File: src/rtl/alien_bullet_pool.sv
`default_nettype none
// +--------------------------------------------------------------------------+
// | alien_bullet_pool: pool of alien bullet slots with queued fire, per-frame |
// | movement, per-slot kill and a registered RGB render.                      |
// | Optional aiming drift: define ALIEN_BULLET_AIM_EN.                        |
// | Revision: 1.0                                                             |
// +--------------------------------------------------------------------------+
module alien_bullet_pool #(
   parameter int          NUM_BULLETS   = 4,
   parameter int          SPEED         = 4,
   parameter int          VRES          = 480,
   parameter int          HRES          = 640,
   parameter int          BULLET_W      = 4,
   parameter int          BULLET_H      = 8,
   parameter int          FIRE_COOLDOWN = 2,
   parameter logic [23:0] COLOR         = 24'hFF4040,
   parameter int          DRIFT         = 1,
   localparam int         c_idx_w       = (NUM_BULLETS > 1) ? $clog2(NUM_BULLETS) : 1,
   localparam int         c_cnt_w       = $clog2(NUM_BULLETS + 1)
) (
   input  logic                      pixel_clk,
   input  logic                      rst,
   input  logic                      fsync,
   input  logic                      fire,
   input  logic signed [11:0]        fire_x,
   input  logic signed [11:0]        fire_y,
   input  logic signed [11:0]        player_x,
   input  logic                      hit_valid,
   input  logic [c_idx_w-1:0]        hit_idx,
   input  logic signed [11:0]        hpos,
   input  logic signed [11:0]        vpos,
   output logic                      fire_ack,
   output logic [NUM_BULLETS-1:0]    active_mask,
   output logic [c_cnt_w-1:0]        in_flight,
   output logic                      pixel_hit,
   output logic [7:0]                pixel [0:2]
);

   localparam int                 c_cd_w    = $clog2(FIRE_COOLDOWN + 2);
   localparam logic [c_cd_w-1:0]  c_cooldown = c_cd_w'(FIRE_COOLDOWN);
   localparam logic signed [11:0] c_vlimit  = 12'(VRES - SPEED);
   localparam logic signed [11:0] c_speed   = 12'(SPEED);
   localparam logic signed [11:0] c_half    = 12'(BULLET_W / 2);
   localparam logic signed [11:0] c_height  = 12'(BULLET_H);

   logic                     r_pending;
   logic signed [11:0]       r_fire_x;
   logic signed [11:0]       r_fire_y;
   logic [c_cd_w-1:0]        r_cooldown;
   logic                     r_fire_ack;
   logic                     r_pixel_hit;
   logic [23:0]              r_rgb;

   logic [NUM_BULLETS-1:0]   w_active;
   logic [NUM_BULLETS-1:0]   w_cover;
   logic                     w_free_any;
   logic [c_idx_w-1:0]       w_free_idx;
   logic                     w_launch;

   // Descending scan so the lowest free index is the last one written.
   always_comb begin
      w_free_any = 1'b0;
      w_free_idx = '0;
      for (int i = NUM_BULLETS - 1; i >= 0; i--) begin
         if (!w_active[i]) begin
            w_free_any = 1'b1;
            w_free_idx = c_idx_w'(i);
         end
      end
   end

   assign w_launch = fsync && r_pending && (r_cooldown == '0) && w_free_any;

   always_ff @(posedge pixel_clk) begin
      if (rst) begin
         r_pending  <= 1'b0;
         r_fire_x   <= '0;
         r_fire_y   <= '0;
         r_cooldown <= '0;
         r_fire_ack <= 1'b0;
      end else begin
         r_fire_ack <= w_launch;
         if (w_launch) begin
            r_pending  <= 1'b0;
            r_cooldown <= c_cooldown;
         end else begin
            if (fire && !r_pending) begin
               r_pending <= 1'b1;
               r_fire_x  <= fire_x;
               r_fire_y  <= fire_y;
            end
            if (fsync && (r_cooldown != '0))
               r_cooldown <= r_cooldown - 1'b1;
         end
      end
   end

   for (genvar i = 0; i < NUM_BULLETS; i++) begin : g_slot
      logic               r_active;
      logic signed [11:0] r_x;
      logic signed [11:0] r_y;
      logic               w_kill;
      logic               w_load;
      logic signed [11:0] w_x_next;

      assign w_kill = hit_valid && (hit_idx == c_idx_w'(i));
      assign w_load = w_launch && (w_free_idx == c_idx_w'(i));

`ifdef ALIEN_BULLET_AIM_EN
      logic               r_dir_pos;
      logic               r_dir_neg;
      logic signed [12:0] w_aim_diff;
      logic signed [13:0] w_x_sum;
      localparam logic signed [13:0] c_drift = 14'(DRIFT);
      localparam logic signed [13:0] c_xmax  = 14'(HRES - 1);

      assign w_aim_diff = 13'(player_x) - 13'(r_fire_x);
      assign w_x_sum    = 14'(r_x) + (r_dir_pos ? c_drift : (r_dir_neg ? -c_drift : 14'sd0));

      always_comb begin
         if (w_x_sum < 0)
            w_x_next = '0;
         else if (w_x_sum > c_xmax)
            w_x_next = 12'(c_xmax);
         else
            w_x_next = w_x_sum[11:0];
      end

      always_ff @(posedge pixel_clk) begin
         if (rst) begin
            r_dir_pos <= 1'b0;
            r_dir_neg <= 1'b0;
         end else if (w_load) begin
            r_dir_pos <= (w_aim_diff > 0);
            r_dir_neg <= (w_aim_diff < 0);
         end
      end
`else
      assign w_x_next = r_x;
`endif

      // A load only targets an inactive slot, and a kill only matters on an active one.
      always_ff @(posedge pixel_clk) begin
         if (rst) begin
            r_active <= 1'b0;
            r_x      <= '0;
            r_y      <= '0;
         end else if (w_load) begin
            r_active <= 1'b1;
            r_x      <= r_fire_x;
            r_y      <= r_fire_y;
         end else if (r_active && w_kill) begin
            r_active <= 1'b0;
         end else if (fsync && r_active) begin
            if (r_y < c_vlimit) begin
               r_y <= r_y + c_speed;
               r_x <= w_x_next;
            end else begin
               r_active <= 1'b0;
            end
         end
      end

      assign w_active[i] = r_active;
      assign w_cover[i]  = r_active
                           && (hpos >= r_x - c_half) && (hpos <= r_x + c_half)
                           && (vpos >= r_y) && (vpos <= r_y + c_height);
   end

`ifndef ALIEN_BULLET_AIM_EN
   logic w_unused_player_x;
   assign w_unused_player_x = &{1'b0, player_x};
`endif

   always_comb begin
      in_flight = '0;
      for (int i = 0; i < NUM_BULLETS; i++)
         in_flight = in_flight + c_cnt_w'(w_active[i]);
   end

   always_ff @(posedge pixel_clk) begin
      if (rst) begin
         r_pixel_hit <= 1'b0;
         r_rgb       <= '0;
      end else begin
         r_pixel_hit <= |w_cover;
         r_rgb       <= (|w_cover) ? COLOR : 24'h000000;
      end
   end

   assign fire_ack    = r_fire_ack;
   assign active_mask = w_active;
   assign pixel_hit   = r_pixel_hit;
   assign pixel[2]    = r_rgb[23:16];
   assign pixel[1]    = r_rgb[15:8];
   assign pixel[0]    = r_rgb[7:0];

endmodule
`default_nettype wire

File: config.mk
export PLATFORM = sky130hd
export DESIGN_NAME = alien_bullet_pool
export DESIGN_NICKNAME = d
export VERILOG_FILES = /design/src/rtl/alien_bullet_pool.sv
export SDC_FILE = /design/constraint.sdc
export NUM_CORES = 1
export LEC_CHECK = 0
export ABC_AREA = 0
export BUFFER_PORTS_ARGS = -buffer_cell sky130_fd_sc_hd__buf_2
export CAP_MARGIN = 10
export CORE_UTILIZATION = 50
export DETAILED_ROUTE_END_ITERATION = 10
export GPL_TIMING_DRIVEN = 0
export MAX_ROUTING_LAYER = met4
export PLACE_DENSITY = 0.72
export SYNTH_ARGS = -nofsm -noshare
export SYNTH_HDL_FRONTEND = slang
export SYNTH_SLANG_ARGS = --single-unit
File: constraint.sdc
create_clock -name pixel_clk -period 2.8 [get_ports pixel_clk]
set_input_delay 0.56 -clock pixel_clk [delete_from_list [all_inputs] [get_ports pixel_clk]]
set_output_delay 0.56 -clock pixel_clk [all_outputs]
set_load 0.05 [all_outputs]
==> out/metrics.yaml, run 1 <==
outcome: "complete, but fails checks"
violations: "negative setup slack"
synth-async-reset-ratio_pct: 0
final_cells: 1915
dpl_cell_area_mm2: 0.01219
hp-class: "input pin to flop"
drt-initial-drc-count: 1130
cts-htree-levels: 4
multi_input_area_mm2: 0.008179
drt-total-wl_mm: 35.84
synth_fa_ha_area_share_pct: 21.13
clk_pin_slew_ns: 0.06
reg2reg_from: "g_slot[1].r_y[4]$_SDFFE_PP0P_"
clock_skew_ns: 0.009286
path_class: "flop to flop"
holdPathStages: 3
grt-ovfl-total: 0
yosysUniqueCellTypes: 66
worstMarginPinSlew_ns: 0.8930
worstSetupStartpoint: "g_slot[1].r_y[4]$_SDFFE_PP0P_"
startpoint_type: "flop"
cts-root-buf: "clkbuf_16"
ff_latch_area_mm2: 0.002631
setup_viol: 1
synth_top_family_by_area: "simple AND/OR/NAND/NOR gates"
tns_ns: -0.2664
reg2reg_depth: 10
dr_total_vias: 11350
max_cap_violations: 0
synthSimpleGateAreaFrac_pct: 21.91
cts_made_buffers: 17
diodes: 0
layout-drive-gt1-share_pct: 12.84
yosys_warnings: 0
slew_headroom_pct: 40.14
die_h_um: 153.0
synthesis.area_mm2: 0.01140
p_leak_nw: 5.281
r2r_setup_slack_ns: -0.27
critical_path.max_stage_delay_ns: 0.58
wl_per_cell_um: 18.71
synth_compound_area_share_pct: 18.56
rsz0062_at_grt: "yes"
worstPathCellList: "ha_1 -> nand2_1 -> nor3_2 -> xnor2_1 -> ha_1 -> nand4_1 -> o32ai_1 -> a31oi_1 -> or4_4 -> nand4_1"
grt_max_degree: 17
final_nets: 1881
avgSynthCellArea_um2: 7.582
drtPass1Iterations: 6
cp_max_fo: 7
final.period_utilization_pct: 109.5
yosys.area_share.xor_xnor_pct: 8.065
final_common_cell: "nand2_1"
dp_hpwl_mm: 26.76
portBuffers: 71
clockBufferDepth: 2
ys_seq_elements: 129
insertion_delay_ns: 0.43
antenna_found_initial: 0
grt_pass1_wl_mm: 56.04
hp-start: "fire_x[2]"
cts.sinks: 129
io_pins: 100
synth_mux_area_share_pct: 0.2633
layout_common_cells: "227 x nand2_1, 188 x ha_1, 168 x a21oi_1, 110 x dfxtp_1, 91 x nor2_1"
ys_seq_area_share_pct: 22.65
finalMaxSlewViolations: 0
track_usage_pct: 31.71
syn_inst: 1504
hold_violations: 0
arrival_ns: 3.42
num-fill-cells: 2024
fp.coreArea_mm2: 0.02209
cp_top_family: "simple AND/OR/NAND/NOR gates"
initial_utilization_pct: 51.61
dieArea_mm2: 0.02342
min_period_ns: 3.066
gp_congestion: 1.000
pwr_density_cell_mw_per_mm2: 381.9
die_width_um: 153.0
synth_edf_count: 0
crit_slowest_cell: "or4_4"
crit_path_end_kind: "flop"
rows: 54
remaining_drc_errors: 0
vdd_drop_max_mv: 0.4465
timing.final.ws_setup_ns: -0.2664
ant_nets: 0
rr_endpoint: "r_rgb[22]$_SDFF_PP0_"
clock.fmax_mhz: 326.1
grt_pass1_vias: 10450
required_ns: 3.16
dpl.cell_count: 1868
ys.flop_type: "dfxtp_1"
routed_via_density: 5.928
holdPathEnd: "r_fire_x[2]$_SDFFE_PP0P_"
critPathBufInv: 0
syn2layout_area_growth_pct: 14.99
tritoncts: "built"
design_area_mm2: 0.01311
[cells in the mapped netlist (all sizes together) (2+ instances only)]
| master | instances | area [um2] |
|---|---|---|
| buf | 32 | 227.7 |
| or2 | 5 | 31.28 |
| a31oi | 12 | 75.07 |
| and4 | 3 | 26.28 |
| nor2b | 10 | 62.56 |
| nor2 | 96 | 360.4 |
| a32oi | 9 | 78.83 |
| a21o | 23 | 172.7 |
| nand4b | 2 | 17.52 |
| o211ai | 12 | 90.09 |
| or4 | 5 | 37.54 |
| a311o | 2 | 20.02 |
| nand2b | 15 | 93.84 |
| nand4 | 35 | 225.2 |
| xnor2 | 71 | 621.9 |
| o21bai | 6 | 45.04 |
| o31ai | 5 | 37.54 |
| a221o | 2 | 20.02 |
| a22oi | 3 | 22.52 |
| inv | 89 | 334.1 |
| mux2i | 3 | 30.03 |
| a221oi | 7 | 61.31 |
| a311oi | 2 | 17.52 |
| nor3 | 35 | 175.2 |
| a21oi | 169 | 845.8 |
| o311ai | 3 | 26.28 |
| clkbuf | 66 | 247.7 |
| dfxtp | 129 | 2582 |
| a211oi | 16 | 120.1 |
| and2 | 7 | 43.79 |
| nor4 | 11 | 68.82 |
| a21boi | 5 | 37.54 |
| nand3 | 61 | 305.3 |
| and3 | 9 | 56.30 |
| nor3b | 4 | 30.03 |
| o2111ai | 3 | 26.28 |
| ha | 191 | 2390 |
| o21ai | 44 | 220.2 |
| xor2 | 34 | 297.8 |
| o21a | 4 | 30.03 |
| nand2 | 229 | 875.8 |
| or3 | 10 | 62.56 |
| a2111oi | 10 | 87.58 |
[sequential cells by signal (all words and copies together) (netlist names)]
| register | count |
|---|---|
| g_slot.r_x | 48 |
| g_slot.r_y | 48 |
| r_fire_y | 12 |
| g_slot.r_active | 4 |
| r_pending | 1 |
| r_cooldown | 2 |
| r_rgb | 1 |
| fire_ack | 1 |
| r_fire_x | 12 |
[timing repair]
action	in CTS	in global routing
setup endpoints to repair	4	3
setup buffers	20	5
hold buffers	0	0
endpoints found under the hold margin	0	0
pin swaps	16	4
resized for setup	49	13
[logic make-up (layout without fill, tap and decap cells)]
logic type,Yosys count,count (layout)
AND/OR/NAND/NOR,540,540
AO/OA/AOI/OAI,346,346
adder cells (fa/ha/maj),192,192
buffers and inverters,188,306
flip-flops,129,129
XOR/XNOR,105,105
multiplexers,3,3
other,1,14
[routing by layer]
metal | vias up | track usage [%] | part of all wire [%]
met5 | - | - | 0
met4 | 0 | 13.47 | 3.8
met3 | 93 | 5.189 | 8.0
met2 | 464 | 49.21 | 45
met1 | 5278 | 40.64 | 44
li1 | 5518 | - | -
[worst max path at each step]
stage,end,slack [ns],cells after the start
3_3_place_gp,r_rgb[22]$_SDFF_PP0_,-0.70,12
2_1_floorplan,r_rgb[22]$_SDFF_PP0_,0.03,12
6_report,r_rgb[22]$_SDFF_PP0_,-0.27,10
5_1_grt,r_rgb[22]$_SDFF_PP0_,-0.34,12
4_1_cts,r_rgb[22]$_SDFF_PP0_,-0.21,11
3_5_place_dp,r_rgb[22]$_SDFF_PP0_,-0.70,12
[worst min-delay path: stages]
cell	delay, ns
buf_2	0.09
nand2_1	0.05
a21oi_1	0.05
[cell type report]
type / instances / area share (%)
clock inverters: 13 / 1.155
inverters: 89 / 2.548
repair buffers: 96 / 4.189
plain buffers: 89 / 3.693
clock buffers: 19 / 3.302
flip-flops and latches: 129 / 20.07
well taps: 280 / 2.672
multi-input cells: 1200 / 62.38
[stage by stage]
stage	hold slack [ns]	power [mW]	setup WS, ns	utilization [%]
finish	0.3723	5.007	-0.2664	59.35
global route	0.3675	5.193	-0.3436	59.35
CTS	0.3639	4.992	-0.2130	59.02
detailed placement	0.4484	2.800	-0.6958	55.17
global placement	0.4438	2.773	-0.6995	55.15
floorplan	0.4363	2.494	0.03217	-
[power by group]
part / internal (mW) / total [mW] / leakage [nW] / switching, mW
Combinational: 0.308 / 0.844 / 3.94 / 0.535
Clock: 1.33 / 2.22 / 0.285 / 0.889
Sequential: 1.87 / 1.95 / 1.06 / 0.0786
Total: 3.50 / 5.01 / 5.28 / 1.50
(Power assumes the default switching activity.)
==> inputs of run 2 (changes only) <==
- CORE_ASPECT_RATIO: not set -> 0.7
- CORE_MARGIN: not set -> 2
==> out/metrics.yaml, run 2 (synthesis results as in run 1) <==
outcome: "complete, but fails checks"
violations: "negative setup slack"
hp-class: "input pin to flop"
grt_pass1_vias: 10250  # -1.9%
reg_top3: "g_slot.r_x (48), g_slot.r_y (48)"
slew_headroom_pct: 41.55  # +1.4 points
finish.utilization_pct: 58.15  # -1.2 points
r2r_setup_slack_ns: -0.22  # +0.05 ns
tns_ns: -0.2168  # +0.04962 ns
syn2layout_area_growth_pct: 14.75
arrival_ns: 3.37  # -0.05 ns
dieArea_mm2: 0.02405  # +2.7%
final_common_cell: "nand2_1"
clk_pin_slew_ns: 0.07  # about the same
drt-total-wl_mm: 36.00  # +0.45%
cts_made_buffers: 17  # unchanged
dpl_cell_area_mm2: 0.01223  # +0.35%
grt_max_degree: 17  # unchanged
antenna_found_initial: 0  # unchanged
portBuffers: 71  # unchanged
insertion_delay_ns: 0.43  # about the same
vdd_drop_max_mv: 0.3461  # -22%
drtPass1Iterations: 5  # -1
max_cap_violations: 0  # unchanged
timing.final.ws_setup_ns: -0.2168  # +0.04962 ns
wl_met1_mm: 17.17  # +9.9%
clockBufferDepth: 2  # unchanged
crit_slowest_cell: "dfxtp_4"
grt_pass1_wl_mm: 56.06  # about the same
pwr_density_cell_mw_per_mm2: 377.4  # -1.2%
wl_per_cell_um: 18.57  # -0.79%
critical_path.max_stage_delay_ns: 0.39  # -0.19 ns
routed_via_density: 5.837  # -1.5%
met2_wirelength_mm: 15.00  # -6.1%
final_nets: 1872  # -0.48%
share_comb_of_total_power_pct: 16.8  # about the same
worstPathCellList: "ha_4 -> inv_1 -> or3_4 -> nor2_2 -> xnor2_1 -> ha_1 -> a21o_1 -> a2111oi_2 -> o211ai_1 -> a21oi_2 -> nand4b_1 -> nand4_1"
p_sw_share_pct: 32.12  # +2.1 points
cts-htree-levels: 4  # unchanged
highest_layer: "met4"
tritoncts: "built"
min_period_ns: 3.017  # -0.04962 ns
drt-initial-drc-count: 1139  # +0.80%
crit_path_end_kind: "flop"
initial_utilization_pct: 50.67  # -0.94 points
path_class: "flop to flop"
p_leak_nw: 5.223  # -1.1%
die_h_um: 130.4  # -15%
io_pins: 100  # unchanged
pwr-share-clk_pct: 43.6  # -0.7 points
remaining_drc_errors: 0  # unchanged
fin_hold_ws_ns: 0.3636  # -0.008724 ns
finalMaxSlewViolations: 0  # unchanged
track_usage_pct: 31.04  # -0.68 points
layout_common_cells: "227 x nand2_1, 186 x ha_1, 168 x a21oi_1, 107 x dfxtp_1, 91 x nor2_1"
final_cells: 1939  # +1.3%
gp_congestion: 0.9542  # -4.6%
hold_violations: 0  # unchanged
required_ns: 3.15  # about the same
die_width_um: 184.5  # +21%
rsz0062_at_grt: "yes"
p_int_mw: 3.352  # -4.4%
worstMarginPinSlew_ns: 0.8768  # -0.01625 ns
grt-ovfl-total: 0  # unchanged
fp.coreArea_mm2: 0.02250  # +1.9%
ant_nets: 0  # unchanged
startpoint_type: "flop"
seqPwrFrac_pct: 39.5  # +0.6 points
final.period_utilization_pct: 107.7  # -1.8 points
dpl.cell_count: 1901  # +1.8%
clock_skew_ns: 0.02156  # +0.01228 ns
cp_max_fo: 7  # unchanged
pre_cts_slack_ns: -0.6699  # +0.02589 ns
dr_total_vias: 11320  # -0.31%
clock.fmax_mhz: 331.5  # +1.6%
cts.sinks: 129  # unchanged
rows: 46  # -15%
setup_viol: 1  # unchanged
met3WireLength_mm: 3.263  # +14%
design_area_mm2: 0.01309  # -0.21%
cts-root-buf: "clkbuf_16"
dp_hpwl_mm: 27.56  # +3.0%
p_total_mw: 4.938  # -1.4%
layout-drive-gt1-share_pct: 12.67  # -0.17 points
power_switching_mw: 1.586  # +5.5%
## run 2: layout make-up
type | count | area (um2)
Buffer | 90 | 490.5
Inverter | 89 | 334.1
Timing Repair Buffer | 86 | 474.2
Clock inverter | 15 | 141.4
Sequential cell | 129 | 2630
Multi-Input combinational cell | 1200 | 8197
Tap cell | 312 | 390.4
Clock buffer | 17 | 425.4
Antenna cell | 1 | 2.502
Fill cell | 2085 | 9419
## run 2: power by group through the flow
stage / clock network, mW / registers [mW] / logic [mW]
2_1_floorplan: 0 / 1.95 / 0.544
3_3_place_gp: 0 / 1.99 / 0.773
3_5_place_dp: 0 / 1.99 / 0.794
4_1_cts: 2.16 / 1.95 / 0.810
5_1_grt: 2.23 / 1.95 / 0.925
6_report: 2.16 / 1.95 / 0.830
## run 2: critical path, delay by kind of cell, from the launching register on
kind / cells / cell delay, ns
AO/OA/AOI/OAI: 4 / 0.97
XOR/XNOR: 1 / 0.14
adder cells (fa/ha/maj): 2 / 0.42
buffers and inverters: 1 / 0.04
flip-flops: 1 / 0.39
AND/OR/NAND/NOR: 4 / 0.98
## run 2: repair_timing
action                                 CTS  global route
endpoints found under the hold margin    0             0
hold buffers                             0             0
setup buffers                           11             3
pin swaps                               18             6
resized for setup                       39            29
setup endpoints to repair                4             4
## run 2: path summary, 6_finish.rpt
| path | from | to | cells after the start |
|---|---|---|---|
| hold / removal | fire_x[2] | r_fire_x[2]$_SDFFE_PP0P_ | 3 |
| hold reg to reg | g_slot[1].r_y[1]$_SDFFE_PP0P_ | g_slot[1].r_y[1]$_SDFFE_PP0P_ | 2 |
| setup reg to reg | g_slot[2].r_x[2]$_SDFFE_PP0P_ | r_rgb[22]$_SDFF_PP0_ | 12 |
| setup / recovery | g_slot[2].r_x[2]$_SDFFE_PP0P_ | r_rgb[22]$_SDFF_PP0_ | 12 |
## run 2: per-layer routing
layer / track usage [%] / vias up
met3: 3.935 / 60
li1: - / 5503
met4: 5.976 / 0
met2: 46.75 / 483
met5: - / -
met1: 44.52 / 5272
